<file path="config.mk">
export PLATFORM = sky130hd
export DESIGN_NAME = serial_adder
export DESIGN_NICKNAME = d
export VERILOG_FILES = /design/src/rtl/serial_adder_pkg.sv /design/src/rtl/serial_adder_full_adder.sv /design/src/rtl/serial_adder.sv
export SDC_FILE = /design/constraint.sdc
export NUM_CORES = 1
export LEC_CHECK = 0
export CAP_MARGIN = 20
export CELL_PAD_IN_SITES_DETAIL_PLACEMENT = 1
export CELL_PAD_IN_SITES_GLOBAL_PLACEMENT = 2
export CORE_AREA = 5 5 78 80
export DETAILED_ROUTE_END_ITERATION = 8
export DIE_AREA = 0 0 83 85
export PLACE_DENSITY_LB_ADDON = 0.1
export SLEW_MARGIN = 20
export SYNTH_ARGS = -nofsm -noshare
export SYNTH_HDL_FRONTEND = slang
export SYNTH_SLANG_ARGS = --single-unit
</file>
<file path="constraint.sdc">
create_clock -name clk -period 3.09 [get_ports clk]
set_input_delay 0.309 -clock clk [delete_from_list [all_inputs] [get_ports clk]]
set_output_delay 0.309 -clock clk [all_outputs]
set_load 0.01 [all_outputs]
</file>
<file path="src/rtl/serial_adder_pkg.sv">
// serial_adder_pkg: FSM state encoding and the counter-width helper
// shared by the serial adder and any later serial datapath blocks.
package serial_adder_pkg;

  typedef enum logic [1:0] {
    S_IDLE = 2'd0,
    S_RUN  = 2'd1,
    S_DONE = 2'd2
  } state_e;

  function automatic int clog2(input int n);
    int r;
    r = 0;
    while ((1 << r) < n) r++;
    return r;
  endfunction

endpackage

</file>
<file path="src/rtl/serial_adder_full_adder.sv">
// full_adder: one-bit combinational full adder made of two half adders.
// Ports: a, b, cin in; sum, cout out.
module full_adder (
  input  logic a,
  input  logic b,
  input  logic cin,
  output logic sum,
  output logic cout
);

  logic s1, c1, c2;

  assign s1   = a ^ b;
  assign c1   = a & b;
  assign sum  = s1 ^ cin;
  assign c2   = s1 & cin;
  assign cout = c1 | c2;

endmodule

</file>
<file path="src/rtl/serial_adder.sv">
// serial_adder: WIDTH-bit a+b+cin, STEP bits per clock LSB-first, with a
// start/ready/done handshake. Ports: clk, rst_n, start, a, b, cin in;
// ready, busy, done, sum, carry out. SERIAL_ADDER_OVF_EN adds output ovf.
module serial_adder
  import serial_adder_pkg::*;
#(
  parameter int WIDTH = 8,
  parameter int STEP  = 1
) (
  input  logic             clk,
  input  logic             rst_n,
  input  logic             start,
  input  logic [WIDTH-1:0] a,
  input  logic [WIDTH-1:0] b,
  input  logic             cin,
  output logic             ready,
  output logic             busy,
  output logic             done,
  output logic [WIDTH-1:0] sum,
  output logic             carry
`ifdef SERIAL_ADDER_OVF_EN
  ,
  output logic             ovf
`endif
);

  localparam int N  = WIDTH / STEP;
  localparam int CW = (N > 1) ? clog2(N) : 1;

  state_e           state_q, state_d;
  logic [WIDTH-1:0] a_q, a_d;
  logic [WIDTH-1:0] b_q, b_d;
  logic             c_q, c_d;
  logic [CW-1:0]    cnt_q, cnt_d;
  logic [WIDTH-1:0] sum_q, sum_d;
  logic             carry_q, carry_d;
  logic             step_en;
  logic             last;

  logic [STEP:0]    cc;
  logic [STEP-1:0]  ss;
  logic [WIDTH-1:0] full;

  assign cc[0] = c_q;

  for (genvar i = 0; i < STEP; i++) begin : g_slice
    full_adder u_fa (
      .a    (a_q[i]),
      .b    (b_q[i]),
      .cin  (cc[i]),
      .sum  (ss[i]),
      .cout (cc[i+1])
    );
  end

  // Earlier slices live in r_q; the newest slice enters at the MSB end,
  // so the complete sum is the new slice on top of r_q.
  if (N > 1) begin : g_res
    logic [WIDTH-STEP-1:0] r_q;
    assign full = {ss, r_q};
    always_ff @(posedge clk or negedge rst_n) begin
      if (!rst_n) r_q <= '0;
      else if (step_en) r_q <= full[WIDTH-1:STEP];
    end
  end else begin : g_nores
    assign full = ss;
  end

  assign last = (cnt_q == CW'(N - 1));

`ifdef SERIAL_ADDER_OVF_EN
  logic ovf_q, ovf_d;
`endif

  always_comb begin
    state_d = state_q;
    a_d     = a_q;
    b_d     = b_q;
    c_d     = c_q;
    cnt_d   = cnt_q;
    sum_d   = sum_q;
    carry_d = carry_q;
    step_en = 1'b0;
`ifdef SERIAL_ADDER_OVF_EN
    ovf_d   = ovf_q;
`endif
    unique case (state_q)
      S_IDLE, S_DONE: begin
        if (start) begin
          state_d = S_RUN;
          a_d     = a;
          b_d     = b;
          c_d     = cin;
          cnt_d   = '0;
        end else begin
          state_d = S_IDLE;
        end
      end
      S_RUN: begin
        step_en = 1'b1;
        a_d     = a_q >> STEP;
        b_d     = b_q >> STEP;
        c_d     = cc[STEP];
        cnt_d   = cnt_q + CW'(1);
        if (last) begin
          state_d = S_DONE;
          sum_d   = full;
          carry_d = cc[STEP];
`ifdef SERIAL_ADDER_OVF_EN
          // On the last step slice bit STEP-1 is sum bit WIDTH-1.
          ovf_d   = cc[STEP-1] ^ cc[STEP];
`endif
        end
      end
      default: state_d = S_IDLE;
    endcase
  end

  always_ff @(posedge clk or negedge rst_n) begin
    if (!rst_n) begin
      state_q <= S_IDLE;
      a_q     <= '0;
      b_q     <= '0;
      c_q     <= 1'b0;
      cnt_q   <= '0;
      sum_q   <= '0;
      carry_q <= 1'b0;
    end else begin
      state_q <= state_d;
      a_q     <= a_d;
      b_q     <= b_d;
      c_q     <= c_d;
      cnt_q   <= cnt_d;
      sum_q   <= sum_d;
      carry_q <= carry_d;
    end
  end

`ifdef SERIAL_ADDER_OVF_EN
  always_ff @(posedge clk or negedge rst_n) begin
    if (!rst_n) ovf_q <= 1'b0;
    else ovf_q <= ovf_d;
  end
  assign ovf = ovf_q;
`endif

  assign ready = (state_q == S_IDLE) || (state_q == S_DONE);
  assign busy  = (state_q == S_RUN);
  assign done  = (state_q == S_DONE);
  assign sum   = sum_q;
  assign carry = carry_q;

endmodule

</file>
==> summary.txt <==
Outcome
  • Status: finished, final reports clean

Detailed routing
  • First-pass DRT Iterations: 2
  • Routed WL per cell: ~15 µm
  • Via Count: 1,291
  • Initial drt markers: 39
  • Final antenna-violating net count: 0
  • Vias/cell: 4.82
  • DRC: 0
  • Detailed Route WL: 3970 µm

Placement
  • Placed cell count: 260
  • HPWL Detailed: 2720 µm
  • Port Buffers: 31
  • Final GP Congestion: just under 0.8

Synthesis
  • Share of the yosys chip area belonging to registers: 52.2%
  • Post-synth ARST share: 100%
  • EDFF count, synth: 0
  • Mapped Cells: 164
  • Synth area leader: dfrtp_1
  • Dominant synthesized flop cell: dfrtp_1
  • Netlist Area Pre-Place: 0.00182 mm²
  • Top-count cell post-synth: dfrtp_1
  • Register bit total from synthesis: 38
  • Mean post-synth cell area: approximately 11 µm²
  • Synthesized Nets: between 150 and 200
  • Top cell type's share of synthesized area: a little over half
  • Synthesis Warnings: 0
  • Top cells by instance count after synthesis: dfrtp_1 (38), nand2_1 (23), mux2i_1 (19)
  • Distinct cells, synth: 21
  • Largest cells by area after synthesis: dfrtp_1 (52%), mux2i_1 (10%), a211oi_1 (6.2%), mux2_1 (5.6%), nor2b_1 (5.5%)

GRT
  • Global route total overflow: 0
  • Vias in the first global route: 1,432
  • Largest net degree at the start of global routing: 39
  • First-pass GRT wire length: 6930 µm
  • Initial antenna violation count: 0
  • Gr usage total: 12.3%

Worst setup path
  • R2R depth: 4
  • Crit. End Element: output port
  • R2r endpoint: sum[7]
  • Max FO, Critical Path: 11
  • Worst R2R Start: state_q[1]
  • Setup crit start kind: flip-flop
  • CP arrival: approximately 1.9 ns
  • CP Launch Point: state_q[1]
  • WP data required: 2.78 ns
  • Reg2Reg Setup Slack: 1.37 ns
  • Crit path kind: flip-flop to output port

STA
  • Relative slew slack: 41.4%
  • Clock Skew: 0.00536 ns
  • Unrepaired setup endpoints after global routing: no
  • Final Hold Fails: 0
  • Endpoints failing setup: 0
  • Setup TNS: 0 ns
  • Least-Margin Pin Slew: about 0.88 ns
  • Highest Clock Rate: 457 MHz
  • Slew Viols, Final: 0
  • Crit path time final: 2.19 ns
  • Final Cycle Share: 70.9%

Clock tree
  • Total CTS buffers: 5
  • CTS sink cnt: 38
  • Setup Fix Bufs, Post-CTS: 0
  • CTS tree: done
  • Root buffer cell: clkbuf_8
  • Worst-path clk slew: 0.08 ns
  • Max clock buf depth: 2
  • # H-tree levels: 2
  • Post-CTS Hold Fix Bufs: 0
  • Cts repair resizes: 0
  • Worst skew pair latency: just under 0.3 ns

Pwr
  • Leakage: 0.961 nW
  • Power Total: 0.00225 W
  • Power Density: 971 mW/mm²
  • Worst vdd ir: 0.307 mV

Finish
  • Layout cells sized above 1: 8.16%
  • ANT cells: 0
  • Post-layout net count: approximately 220
  • Fin cells: roughly 270
  • Layout area overhead: 27.0%
  • Filler instances: 605

Die
  • Initial core utilization: 34.1%
  • Core area: about 0.0053 mm²
  • Chip Width: ~83 µm
  • Number of core rows: 27
  • Die ar.: 0.00706 mm²
  • Die H: 85 µm
  • # IOs: 32

Worst hold path
  • Worst Hold Class: primary input to async pin

Job
  • Max-cap violations: 0
[worst max path at each step]
stage	to	slack, ns
finish	busy	0.90
global route	busy	0.78
CTS	busy	0.87
detailed placement	busy	1.22
global placement	busy	1.25
floorplan	carry	1.74
[worst max-delay path, stage by stage (launching register included)]
cell and delay [ns]:
dfrtp_1 0.65, nand2b_4 0.31, clkinv_4 0.12, clkdlybuf4s50_1 0.50
[kinds of logic after synthesis]
family	Yosys count	synth area share, %
multiplexers	28	16.0
buffers and inverters	13	4.40
adder cells (fa/ha/maj)	3	2.47
flip-flops	38	52.2
AND/OR/NAND/NOR	46	13.0
AO/OA/AOI/OAI	36	12.0
[through the flow]
step / cell area (µm²) / setup WS [ns] / utilization [%] / hold slack [ns]
global route: 2310 / 0.781 / 43.3 / 0.207
finish: 2310 / 0.900 / 43.3 / 0.118
detailed placement: 2180 / 1.22 / 40.8 / 0.463
global placement: 2180 / 1.25 / 40.8 / 0.469
CTS: 2310 / 0.866 / 43.3 / 0.151
floorplan: 1820 / 1.74 / - / 0.0134
[power breakdown]
| part | switching [W] | internal, W |
|---|---|---|
| sequential | 0.000192 | 0.000730 |
| clock | 0.000190 | 0.000324 |
| combinational | 0.000389 | 0.000423 |
[state kept, by name, summed over array words and instances (netlist names)]
register,flops
b_q,8
cnt_q,3
a_q,8
carry,1
c_q,1
state_q,2
g_res.r_q,7
sum,8
[placed cells by master (no fill, tap or decap), drive strengths merged, types with 2 or more instances in the layout]
| cell | n |
|---|---|
| mux2i | 19 |
| nand2 | 24 |
| nand3 | 3 |
| a21oi | 15 |
| clkdlybuf4s50 | 30 |
| clkinv | 2 |
| clkbuf | 5 |
| bufinv | 2 |
| mux2 | 9 |
| nand2b | 2 |
| o21ai | 6 |
| a211oi | 15 |
| nor2b | 16 |
| dfrtp | 38 |
| inv | 2 |
| ha | 2 |
| buf | 4 |
[routing by layer]
metal / up-vias / GRT usage (%) / routed length [µm]
met5: - / 0 / 0
li1: 630 / - / -
met4: 0 / 5.35 / 65
met1: 629 / 14.8 / 1810
met3: 6 / 4.17 / 196
met2: 26 / 20.1 / 1910
[layout make-up]
type                    instances  area (µm²)  area share [%]
inverters                       3        16.3           0.703
repair buffers                 34         328            14.2
multi-input cells             113         791            34.2
well taps                      72        90.1            3.89
flip-flops and latches         38         951            41.1
clock inverters                 3        68.8            2.97
clock buffers                   5        68.8            2.97
(Power assumes the default switching activity.)
